$ cat src/rtl/icache_refill_pkg.sv
// Shared types and parameter-derived constants for the instruction-cache refill engine.
package icache_refill_pkg;

    localparam int unsigned LEN_W = 8;

    typedef enum logic [1:0] {
        IDLE,
        REQ,
        DATA,
        RESP
    } refill_state_e;

    function automatic int unsigned calc_beats(input int unsigned line_bytes,
                                               input int unsigned bus_w);
        return (line_bytes * 8) / bus_w;
    endfunction

    function automatic int unsigned calc_off_w(input int unsigned line_bytes);
        return $clog2(line_bytes);
    endfunction

endpackage

$ cat src/rtl/icache_refill_linebuf.sv
// Beat assembly buffer: saturating slot counter, line register and burst-shape error tracking.
module icache_refill_linebuf #(
    parameter int unsigned BUS_W  = 64,
    parameter int unsigned BEATS  = 8,
    parameter int unsigned LINE_W = 512
) (
    input  logic              clk,
    input  logic              rst_n,
    input  logic              clr,
    input  logic              beat_en,
    input  logic [BUS_W-1:0]  data,
    input  logic              last,
    input  logic              err_in,
    output logic [LINE_W-1:0] line,
    output logic              err
);

    localparam int unsigned     CNT_W    = $clog2(BEATS + 1);
    localparam logic [CNT_W-1:0] CNT_MAX  = CNT_W'(BEATS);
    localparam logic [CNT_W-1:0] CNT_LAST = CNT_W'(BEATS - 1);

    logic [CNT_W-1:0] cnt;
    logic [BEATS-1:0] slot_we;
    logic             overrun;
    logic             short_burst;

    always_comb begin
        slot_we = '0;
        for (int unsigned k = 0; k < BEATS; k++) begin
            slot_we[k] = beat_en && (cnt == CNT_W'(k));
        end
        overrun     = beat_en && (cnt >= CNT_MAX);
        short_burst = beat_en && last && (cnt != CNT_LAST);
    end

    always_ff @(posedge clk or negedge rst_n) begin
        if (!rst_n) begin
            cnt <= '0;
        end else if (clr) begin
            cnt <= '0;
        end else if (beat_en && (cnt < CNT_MAX)) begin
            cnt <= cnt + CNT_W'(1);
        end
    end

    always_ff @(posedge clk or negedge rst_n) begin
        if (!rst_n) begin
            err <= 1'b0;
        end else if (clr) begin
            err <= 1'b0;
        end else if (beat_en) begin
            err <= err | err_in | overrun | short_burst;
        end
    end

    // Slots are not cleared between misses; a short burst leaves stale data behind.
    always_ff @(posedge clk or negedge rst_n) begin
        if (!rst_n) begin
            line <= '0;
        end else begin
            for (int unsigned k = 0; k < BEATS; k++) begin
                if (slot_we[k]) begin
                    line[k*BUS_W +: BUS_W] <= data;
                end
            end
        end
    end

endmodule

$ cat src/rtl/icache_refill_unit.sv
// Single-outstanding line refill engine: one burst read per miss, line returned with an error flag.
module icache_refill_unit
    import icache_refill_pkg::*;
#(
    parameter int unsigned ADDR_W     = 32,
    parameter int unsigned ID_W       = 4,
    parameter int unsigned LINE_BYTES = 64,
    parameter int unsigned BUS_W      = 64
) (
    input  logic                    clk,
    input  logic                    rst_n,
    input  logic                    miss_vld,
    output logic                    miss_rdy,
    input  logic [ADDR_W-1:0]       miss_addr,
    input  logic [ID_W-1:0]         miss_id,
    output logic                    mem_req_vld,
    input  logic                    mem_req_rdy,
    output logic [ADDR_W-1:0]       mem_req_addr,
    output logic [LEN_W-1:0]        mem_req_len,
    input  logic                    mem_rsp_vld,
    output logic                    mem_rsp_rdy,
    input  logic [BUS_W-1:0]        mem_rsp_data,
    input  logic                    mem_rsp_last,
    input  logic                    mem_rsp_err,
    output logic                    refill_vld,
    input  logic                    refill_rdy,
    output logic [ADDR_W-1:0]       refill_addr,
    output logic [ID_W-1:0]         refill_id,
    output logic [LINE_BYTES*8-1:0] refill_data,
    output logic                    refill_err,
    output logic                    busy
);

    localparam int unsigned      BEATS     = calc_beats(LINE_BYTES, BUS_W);
    localparam int unsigned      OFF_W     = calc_off_w(LINE_BYTES);
    localparam int unsigned      LINE_W    = LINE_BYTES * 8;
    localparam logic [ADDR_W-1:0] LINE_MASK = {ADDR_W{1'b1}} << OFF_W;

    refill_state_e     state;
    refill_state_e     next_state;
    logic              out_of_reset;
    logic              accept;
    logic              beat_en;
    logic [ADDR_W-1:0] addr_q;
    logic [ID_W-1:0]   id_q;

    always_ff @(posedge clk or negedge rst_n) begin
        if (!rst_n) begin
            state <= IDLE;
        end else begin
            state <= next_state;
        end
    end

    // Holds miss_rdy low until the first edge after reset release.
    always_ff @(posedge clk or negedge rst_n) begin
        if (!rst_n) begin
            out_of_reset <= 1'b0;
        end else begin
            out_of_reset <= 1'b1;
        end
    end

    always_comb begin
        next_state  = state;
        miss_rdy    = 1'b0;
        mem_req_vld = 1'b0;
        mem_rsp_rdy = 1'b0;
        refill_vld  = 1'b0;
        busy        = (state != IDLE);
        case (state)
            IDLE: begin
                miss_rdy = out_of_reset;
                if (miss_vld && out_of_reset) next_state = REQ;
            end
            REQ: begin
                mem_req_vld = 1'b1;
                if (mem_req_rdy) next_state = DATA;
            end
            DATA: begin
                mem_rsp_rdy = 1'b1;
                if (mem_rsp_vld && mem_rsp_last) next_state = RESP;
            end
            RESP: begin
                refill_vld = 1'b1;
                if (refill_rdy) next_state = IDLE;
            end
            default: next_state = IDLE;
        endcase
    end

    assign accept  = miss_vld && miss_rdy;
    assign beat_en = mem_rsp_vld && mem_rsp_rdy;

    always_ff @(posedge clk or negedge rst_n) begin
        if (!rst_n) begin
            addr_q <= '0;
            id_q   <= '0;
        end else if (accept) begin
            addr_q <= miss_addr & LINE_MASK;
            id_q   <= miss_id;
        end
    end

    icache_refill_linebuf #(
        .BUS_W  (BUS_W),
        .BEATS  (BEATS),
        .LINE_W (LINE_W)
    ) u_linebuf (
        .clk     (clk),
        .rst_n   (rst_n),
        .clr     (accept),
        .beat_en (beat_en),
        .data    (mem_rsp_data),
        .last    (mem_rsp_last),
        .err_in  (mem_rsp_err),
        .line    (refill_data),
        .err     (refill_err)
    );

    assign mem_req_addr = addr_q;
    assign mem_req_len  = LEN_W'(BEATS - 1);
    assign refill_addr  = addr_q;
    assign refill_id    = id_q;

endmodule

$ cat config.mk
export PLATFORM = sky130hd
export DESIGN_NAME = icache_refill_unit
export DESIGN_NICKNAME = d
export VERILOG_FILES = /design/src/rtl/icache_refill_pkg.sv /design/src/rtl/icache_refill_linebuf.sv /design/src/rtl/icache_refill_unit.sv
export SDC_FILE = /design/constraint.sdc
export NUM_CORES = 1
export LEC_CHECK = 0
export CAP_MARGIN = 10
export CORE_AREA = 5 5 268 270
export DETAILED_ROUTE_END_ITERATION = 8
export DIE_AREA = 0 0 273 275
export PLACE_DENSITY_LB_ADDON = 0.2
export SYNTH_ARGS = -nofsm -noshare
export SYNTH_HDL_FRONTEND = slang
export SYNTH_SLANG_ARGS = --single-unit
export TNS_END_PERCENT = 1
$ cat constraint.sdc
create_clock -name clk -period 2.2 [get_ports clk]
set_clock_uncertainty 0.05 [all_clocks]
set_input_delay 0.33 -clock clk [delete_from_list [all_inputs] [get_ports clk]]
set_output_delay 0.33 -clock clk [all_outputs]
set_load 0.02 [all_outputs]
==> run_results.csv <==
group,metric,value,unit
final_layout,multi_input_area,6830,sq um
global_routing,grt_pass1_wl,98500,microns
global_routing,grt_max_degree,71,
setup_path,cp.required,1.82,ns
place,place.gp.congestion,0.754,
setup_path,timing_worst_setup_path_type,"flop to output port",
synth,synth_top_area_share,64.2,%
power_and_ir_drop,clockPowerShare,20.8,%
power_and_ir_drop,p_per_area,1630,nW/um^2
timing,finalCritPeriodShare,93.6,%
floorplan,boundaryPins,702,
power_and_ir_drop,p_sw,18.2,mW
detailed_routing,vias,13176,
timing,min_period,2.06,ns
floorplan,row_count,97,
synth,synthAdderAreaFrac,0.467,%
timing,relSlewSlack,53.3,%
synth,synth_simple_gate_area_share,1.02,%
synth,ys_seq_area_share,64.2,%
place,dp_hpwl,49100,microns
timing,tightestPinTransition,0.682,ns
floorplan,core,69300,sq um
synth,synthXorXnorAreaFrac,0.0409,%
synth,synth_area_leaders,"dfrtp_1, mux2_2, mux2_4, mux2_1, buf_4",
setup_path,crit_family,"flip-flops",
synth,ys_seq_elements,550,
power_and_ir_drop,intPower,33.2,mW
detailed_routing,via_per_inst,4.46,
setup_path,worst-path-buf-inv,2,
power_and_ir_drop,leakage,14.0,nW
synth,synth.mux.area_fraction,29.6,%
cts,htreeDepth,2,
final_layout,stdcell_area,31500,sq um
cts,clockBufferDepth,3,
job,maxCapViolCount,0,
worst_hold_path,hold_path.class,"primary input to asynchronous set/reset pin",
setup_path,critPathLaunchType,"flop",
setup_path,crit_path_end_kind,"output port",
final_layout,fin_nets,2082,
power_and_ir_drop,power_frac_seq,33.4,%
cts,clkTransAtPathRegs,0.06,ns
cts,clkSinkCount,550,
synth,syn_area,21400,sq um
power_and_ir_drop,ir_drop,995,uV
setup_path,path_cells,"inv_1, ha_2, and2_1, buf_2",
final_layout,layout_commonest_cell,"clkdlybuf4s50_1",
floorplan,initial_core_util,30.9,%
global_routing,overflow,0,
cts,post_cts_buffers,0,
detailed_routing,wl,67800,microns
power_and_ir_drop,switching_share,35.4,%
cts,cts_made_buffers,61,
synth,ys.flop_type,"dfrtp_1",
setup_path,cp_max_fo,5,
cts,root_buffer,"clkbuf_16",
global_routing,antenna_found_initial,3,
timing,tns,0,ns
place,port-buffer-count,675,
timing,fmax,0.486,GHz
timing,rsz0062_at_grt,"no",
synth,yosysTopAreaCell,"dfrtp_1",
final_layout,final_util,45.5,%
synth,yosys_warnings,0,
cts,clock_latency,0.60,ns
synth,synth_edf_count,0,
setup_path,worst_ep_arrival_time,1.68,ns
detailed_routing,drt_iter0_drc,454,
setup_path,critPathSlowestCell,"dfrtp_1",
floorplan,die_h,275,microns
final_layout,seqCellArea,13800,sq um
final_layout,area_delta_synth_final,47.1,%
floorplan,die-area,75100,sq um
cts,cts_tree,"done",
final_layout,layout_common_cells,"clkdlybuf4s50_1, dfrtp_1, mux2_2",
global_routing,grt_pass1_vias,14367,
timing,setup_violations,0,
timing,finalMaxSlewViolations,0,
setup_path,cp_slowest_stage_delay,0.41,ns
timing,final-hold-violation-count,0,
synth,synth.avg_cell_area,17.2,sq um
detailed_routing,wl_per_cell,22.9,microns
synth,synth_compound_area_share,0.315,%
synth,synth_cell_types,38,
outcome,outcome,"finished clean",
place,placed_area,29400,sq um
detailed_routing,antenna_left,0,
floorplan,die_w,273,microns
final_layout,num-fill-cells,6155,
power_and_ir_drop,combPwrFrac,45.8,%
final_layout,layout-drive-gt1-share,32.4,%
global_routing,grtUsageTotal,17.3,%
detailed_routing,drc,0,
synth,syn_inst,1249,
synth,synthArstFlopShare,100,%
synth,synth_top_family_by_area,"multiplexers",
detailed_routing,dr.pass1.iters,4,
[timing repair]
action / in CTS / in global routing
hold endpoints to repair: 73 / 0
gates resized for setup: 12 / 5
hold buffers: 1 / 0
setup endpoints to repair: 5 / 4
[registers in the layout, summed over array words and instances (netlist names)]
signal,count
refill_id,4
u_linebuf.err,1
out_of_reset,1
u_linebuf.cnt,4
u_linebuf.line,512
state,2
mem_req_addr,26
[final cells by class]
type                       count  area share (%)
timing repair buffer         736            24.1
antenna                        1         0.00794
clock buffer                  84            5.66
multi-input combinational    611            21.7
inverter                       6          0.0714
sequential                   550            43.7
tap                          940            3.73
clock inverter                28            1.13
[cells in the mapped netlist (4+ instances only)]
master,n
buf_6,20
inv_1,6
dfrtp_1,550
buf_4,47
buf_8,5
buf_2,20
nor2_4,4
buf_12,6
ha_1,8
nand2_1,7
mux2_2,411
mux2_1,72
mux2_4,60
[per-stage QoR]
stage / hold WS, ns / instances / power [mW] / setup slack (ns)
6_report: 0.212 / 2956 / 51.4 / 0.141
5_1_grt: 0.201 / 2956 / 53.9 / 0.00431
4_1_cts: 0.200 / 2955 / 52.2 / -0.0598
3_5_place_dp: 0.257 / 2842 / 41.2 / -0.254
3_3_place_gp: 0.258 / 2842 / 40.9 / -0.224
2_1_floorplan: -0.0156 / 1268 / 28.6 / 0.00319
[path summary, 6_finish.rpt]
kind                                startpoint                  end  slack (ns)  cells past startpoint
max                                   state[0]             miss_rdy        0.14                      4
min                                      rst_n  u_linebuf.line[127]        0.21                      2
max reg2reg                           state[0]             state[1]        0.17                      5
min reg2reg                u_linebuf.line[131]  u_linebuf.line[131]        0.43                      1
max in group asynchronous                rst_n  u_linebuf.line[462]        1.10                      3
min in group clk                 miss_addr[18]     mem_req_addr[18]        0.28                      2
[power by group through the flow]
stage                     logic (mW)  registers (mW)  clock network [mW]
after detailed placement        23.9            17.3                   0
final                           23.6            17.2                10.7
after floorplan                 6.05            22.5                   0
after global routing            24.6            17.8                11.5
after CTS                       23.9            17.2                11.1
after global placement          23.7            17.2                   0
[logic make-up after synthesis]
| kind of cell | Yosys count |
|---|---|
| DFF | 550 |
| muxes | 544 |
| buffers and inverters | 107 |
| and+or+nand+nor | 28 |
| AOI/OAI and AO/OA | 9 |
| adders and majority gates | 8 |
| other | 2 |
| xor gates and xnor gates | 1 |
[routing by layer]
metal | share of wire, % | global-route usage, % | up-vias | wire [microns]
li1 | - | - | 5766 | -
met1 | 38 | 19.9 | 6887 | 25600
met2 | 52 | 30.5 | 404 | 34900
met3 | 7.1 | 5.58 | 117 | 4810
met4 | 3.5 | 5.96 | 2 | 2400
met5 | 0.019 | 0 | - | 13
No activity file was read; power rests on OpenSTA's default activity.
